<file path="src/rtl/uart_pkg.sv">
// Shared UART definitions used by uart_tx, uart_rx and uart_baud_counter.
//   uart_state_t         : frame state encoding. PARITY is always encoded so
//                          that both parity and non-parity builds share one
//                          encoding.
//   DEFAULT_CLKS_PER_BIT : default clk_in cycles per bit period.
//   IDLE_LEVEL           : level of the serial line when no frame is sent.
package uart_pkg;

   typedef enum logic [2:0] {
      IDLE   = 3'd0,
      START  = 3'd1,
      DATA   = 3'd2,
      PARITY = 3'd3,
      STOP   = 3'd4
   } uart_state_t;

   localparam int   DEFAULT_CLKS_PER_BIT = 32;
   localparam logic IDLE_LEVEL           = 1'b1;

endpackage

</file>
<file path="src/rtl/uart_baud_counter.sv">
// Bit-period timer shared by uart_tx and uart_rx.
//   clk_in  : system clock, rising edge
//   rst_in  : synchronous active-low reset
//   clear   : hold the count at zero
//   enable  : advance the count
//   tick    : high on the last cycle of each bit period
// The count runs 0..CLKS_PER_BIT-1 and wraps to 0 on tick.
module uart_baud_counter
   import uart_pkg::*;
#(
   parameter int CLKS_PER_BIT = DEFAULT_CLKS_PER_BIT
) (
   input  logic clk_in,
   input  logic rst_in,
   input  logic clear,
   input  logic enable,
   output logic tick
);

   localparam int             CW   = (CLKS_PER_BIT > 1) ? $clog2(CLKS_PER_BIT) : 1;
   localparam logic [CW-1:0]  LAST = CW'(CLKS_PER_BIT - 1);

   logic [CW-1:0] cnt;

   assign tick = enable && (cnt == LAST);

   always_ff @(posedge clk_in) begin
      if (!rst_in || clear) begin
         cnt <= '0;
      end else if (enable) begin
         cnt <= tick ? '0 : cnt + 1'b1;
      end
   end

endmodule

</file>
<file path="src/rtl/uart_tx.sv">
// UART transmitter, LSB first, one start bit, one stop bit.
// Optional even-parity bit enabled by defining UART_TX_PARITY_EN.
//   clk_in    : system clock, rising edge
//   rst_in    : synchronous active-low reset
//   data_in   : byte to send, sampled on the accept cycle
//   valid_in  : producer has data_in valid
//   ready_out : transmitter can accept a byte this cycle
//   tx_out    : registered serial line, idle high
//   busy_out  : frame in progress (state other than IDLE)
//
// state  | meaning
// IDLE   | line high, waiting for a byte
// START  | start bit (low) for one bit period
// DATA   | DATA_BITS data bits, LSB first
// PARITY | even parity bit (only reachable with UART_TX_PARITY_EN)
// STOP   | stop bit (high); last cycle can accept the next byte
module uart_tx
   import uart_pkg::*;
#(
   parameter int CLKS_PER_BIT = DEFAULT_CLKS_PER_BIT,
   parameter int DATA_BITS    = 8
) (
   input  logic                 clk_in,
   input  logic                 rst_in,
   input  logic [DATA_BITS-1:0] data_in,
   input  logic                 valid_in,
   output logic                 ready_out,
   output logic                 tx_out,
   output logic                 busy_out
);

   localparam int            BW       = $clog2(DATA_BITS);
   localparam logic [BW-1:0] LAST_BIT = BW'(DATA_BITS - 1);

   uart_state_t          state;
   uart_state_t          state_nx;
   logic [DATA_BITS-1:0] shift;
   logic [BW-1:0]        bit_cnt;
   logic                 tick;
   logic                 accept;
   logic                 tx_nx;
`ifdef UART_TX_PARITY_EN
   logic                 parity;
`endif

   uart_baud_counter #(
      .CLKS_PER_BIT (CLKS_PER_BIT)
   ) u_baud (
      .clk_in (clk_in),
      .rst_in (rst_in),
      .clear  (state == IDLE),
      .enable (state != IDLE),
      .tick   (tick)
   );

   assign accept   = valid_in && ready_out;
   assign busy_out = (state != IDLE);

   // tx_nx is the level for the current state; registering it puts the
   // start bit on the edge after accept and keeps every bit full length.
   always_comb begin
      state_nx  = state;
      ready_out = 1'b0;
      tx_nx     = IDLE_LEVEL;
      case (state)
         IDLE: begin
            ready_out = 1'b1;
            if (valid_in) state_nx = START;
         end
         START: begin
            tx_nx = 1'b0;
            if (tick) state_nx = DATA;
         end
         DATA: begin
            tx_nx = shift[0];
            if (tick && (bit_cnt == LAST_BIT)) begin
`ifdef UART_TX_PARITY_EN
               state_nx = PARITY;
`else
               state_nx = STOP;
`endif
            end
         end
         PARITY: begin
`ifdef UART_TX_PARITY_EN
            tx_nx = parity;
`endif
            if (tick) state_nx = STOP;
         end
         STOP: begin
            // Final stop cycle doubles as a handover slot for back-to-back frames.
            if (tick) begin
               ready_out = 1'b1;
               state_nx  = valid_in ? START : IDLE;
            end
         end
         default: state_nx = IDLE;
      endcase
   end

   always_ff @(posedge clk_in) begin
      if (!rst_in) begin
         state   <= IDLE;
         shift   <= '0;
         bit_cnt <= '0;
         tx_out  <= IDLE_LEVEL;
`ifdef UART_TX_PARITY_EN
         parity  <= 1'b0;
`endif
      end else begin
         state  <= state_nx;
         tx_out <= tx_nx;
         if (accept) begin
            shift   <= data_in;
            bit_cnt <= '0;
`ifdef UART_TX_PARITY_EN
            parity  <= ^data_in;
`endif
         end else if ((state == DATA) && tick) begin
            shift   <= shift >> 1;
            bit_cnt <= bit_cnt + 1'b1;
         end
      end
   end

endmodule

</file>
<file path="config.mk">
export PLATFORM = sky130hd
export DESIGN_NAME = uart_tx
export DESIGN_NICKNAME = d
export VERILOG_FILES = /design/src/rtl/uart_pkg.sv /design/src/rtl/uart_baud_counter.sv /design/src/rtl/uart_tx.sv
export SDC_FILE = /design/constraint.sdc
export NUM_CORES = 1
export LEC_CHECK = 0
export CAP_MARGIN = 0
export CORE_MARGIN = 2
export CORE_UTILIZATION = 28
export DETAILED_ROUTE_END_ITERATION = 8
export GPL_ROUTABILITY_DRIVEN = 0
export PLACE_DENSITY = 0.47
export SLEW_MARGIN = 15
export SYNTH_ARGS = -nofsm -noshare
export SYNTH_HDL_FRONTEND = slang
export SYNTH_HIERARCHICAL = 1
export SYNTH_SLANG_ARGS = --single-unit
</file>
<file path="constraint.sdc">
create_clock -name clk_in -period 3.2 [get_ports clk_in]
set_clock_uncertainty 0.15 [all_clocks]
set_input_delay 0.96 -clock clk_in [delete_from_list [all_inputs] [get_ports clk_in]]
set_output_delay 0.96 -clock clk_in [all_outputs]
set_load 0.02 [all_outputs]
</file>
==> run_results.csv <==
group,metric,value,unit
grt,grt_antenna_before_repair,0,
floorplanning,fp.dieW,64.42,µm
power_and_ir_drop,power.total,477.5,µW
cts,clock-sinks,20,
synthesis,synth_top_flop_cell,"dfxtp_1",
hold_path,hold_class,"reg2reg",
sta,worst_pin_slew,560.7,ps
floorplanning,die-area,4150,µm²
critical_path,crit_required,2090,ps
cts,clock_latency,310,ps
cells_and_area,final_common_cell,"dfxtp_1",
route,ant_nets,0,
sta,fmax,331.6,MHz
grt,grt_pass1_vias,918,
placed_design,portBuffers,13,
route,wl,2293,µm
synthesis,synth-seq-cells,20,
cells_and_area,mostFrequentLayoutCells,"dfxtp_1 (20), nand2_1 (18), clkdlybuf4s50_1 (12)",
synthesis,ys_seq_area_share,39.17,%
route,vias_per_cell,5.068,
sta,setup_tns,0,ps
power_and_ir_drop,power.density,381.6,nW/µm²
critical_path,crit_path_end_kind,"output pin",
floorplanning,core-area,3416,µm²
cells_and_area,drive_gt1_share,16.03,%
synthesis,yosys_warnings,6,
sta,period_share,94.23,%
cells_and_area,syn2layout_area_growth,22.40,%
synthesis,yosysUniqueCellTypes,36,
cts,h-tree-depth,1,
critical_path,cp-start-kind,"flip-flop",
sta,slew_violations,0,
cts,tritoncts,"built",
cells_and_area,fin_nets,147,
synthesis,syn_area_per_cell,9.127,µm²
cts,clkTransAtPathRegs,120,ps
synthesis,yosys.area.top_type,"dfxtp_1",
cts,cts_made_buffers,3,
sta,max_slew_margin,62.41,%
route,vias,897,
floorplanning,rows,21,
power_and_ir_drop,leakagePower,0.0004883,µW
power_and_ir_drop,peakVddDrop,0.0001781,V
synthesis,ys_top_cells_by_area,"dfxtp_1 (39%), nand2_1 (6.6%), o41ai_1 (6.0%)",
sta,rsz0062_at_grt,"false",
sta,hold_viol,0,
cts,cts-root-buf,"clkbuf_4",
critical_path,cp_max_fo,5,
sta,finalSetupViolCount,0,
grt,gr-total-overflow,0,
placed_design,dp_hpwl,1666,µm
cts,cts_hold_buffers,0,
synthesis,syn_inst,112,
grt,grt_pass1_wl,4091,µm
grt,grt_max_degree,12,
route,wl_per_cell,12.95,µm
critical_path,crit_type,"reg2out",
sta,min_period,3015,ps
status,status,"finished clean",
synthesis,synthArstFlopShare,0,%
route,initialDrtViolationCount,35,
run,drv_cap,0,
synthesis,netlist_area,1022,µm²
route,firstDrtPassIters,4,
route,route.detailed.drc,0,
floorplanning,initial_core_util,29.93,%
critical_path,crit_arrival,1910,ps
floorplanning,num_io_pins,14,
sta,hold-worst-slack,327.1,ps
floorplanning,die_h,64.42,µm
synthesis,synth_edf_count,0,
cells_and_area,antenna_cells,0,
synthesis,yosys.area.top_type_share,39.17,%
synthesis,synth_fp_nets,127,
grt,track_usage,12.67,%
cts,cts_max_path_buffers,2,
cell families (layout without fill, tap and decap cells):
family	Yosys count	in the layout	synth area share, %
mux	2	2	1.958
simple gates	46	46	24.97
compound gates	27	27	19.95
buf+inv	11	30	7.343
fa+ha+maj	4	4	4.896
xor+xnor	2	2	1.714
flops	20	20	39.17
path summary, 6_finish.rpt:
| path | from | cells past startpoint | endpoint | slack [ps] |
|---|---|---|---|---|
| max | u_baud/cnt[0] | 7 | ready_out | 180 |
| max reg2reg | u_baud/cnt[1] | 8 | bit_cnt[0] | 800 |
| min reg2reg | shift[5] | 2 | shift[4] | 330 |
| min | shift[5] | 2 | shift[4] | 330 |
layer usage:
layer  up-vias  wire length [µm]  part of all wire (%)  global-route usage, %
met1       426              1084                    47                  15.25
met5         -                 0                     0                      0
met3         4               100                   4.4                  3.819
li1        450                 -                     -                      -
met4         0                31                   1.4                  4.521
met2        17              1076                    47                  21.35
worst max-delay path, cell delays in order, from the launching register on:
cell and delay [ps]:
dfxtp_1 330, ha_1 210, and3_1 190, ha_1 220, and2_2 210, and2b_1 220
nor2_2 50, buf_2 160
through the flow:
stage | util [%] | cells | instance area, µm² | setup WS (ps)
after floorplan | - | 112 | 1022 | 184.8
after global routing | 36.63 | 177 | 1251 | 88.90
final | 36.63 | 177 | 1251 | 184.7
after global placement | 35.64 | 173 | 1217 | 91.60
after detailed placement | 35.64 | 173 | 1217 | 47.14
after CTS | 36.74 | 177 | 1255 | 14.07
registers in the layout, summed over array words and instances (netlist names):
register / flops
bit_cnt: 3
state: 3
shift: 8
u_baud/cnt: 5
tx_out: 1
synthesized netlist by cell type, drive strengths merged, types with 2 or more instances:
library cell,instances
inv,4
ha,4
mux2i,2
dfxtp,20
nand4,2
and3,2
buf,6
a31oi,7
a21oi,6
nand2b,3
o41ai,7
o21ai,2
nand2,18
nor3,2
a221oi,2
nor2,8
power by group:
part / switching [µW] / leakage (µW) / internal [µW]
sequential: 5.17 / 0.000163 / 259
clock: 80.2 / 0.0000210 / 69.5
combinational: 31.5 / 0.000304 / 32.2
final cells by class:
| class | count | area (µm²) |
|---|---|---|
| sequential | 20 | 400.4 |
| clock buffer | 4 | 36.28 |
| inverter | 4 | 15.01 |
| fill | 381 | 2165 |
| timing repair buffer | 22 | 192.7 |
| tap | 46 | 57.56 |
| multi-input combinational | 81 | 549.3 |
timing repair:
item / in CTS / in global routing
gates resized for setup: 3 / 2
setup endpoints to repair: 1 / 1
setup buffers: 0 / 0
Note: power is estimated with default switching activity, not from simulation.
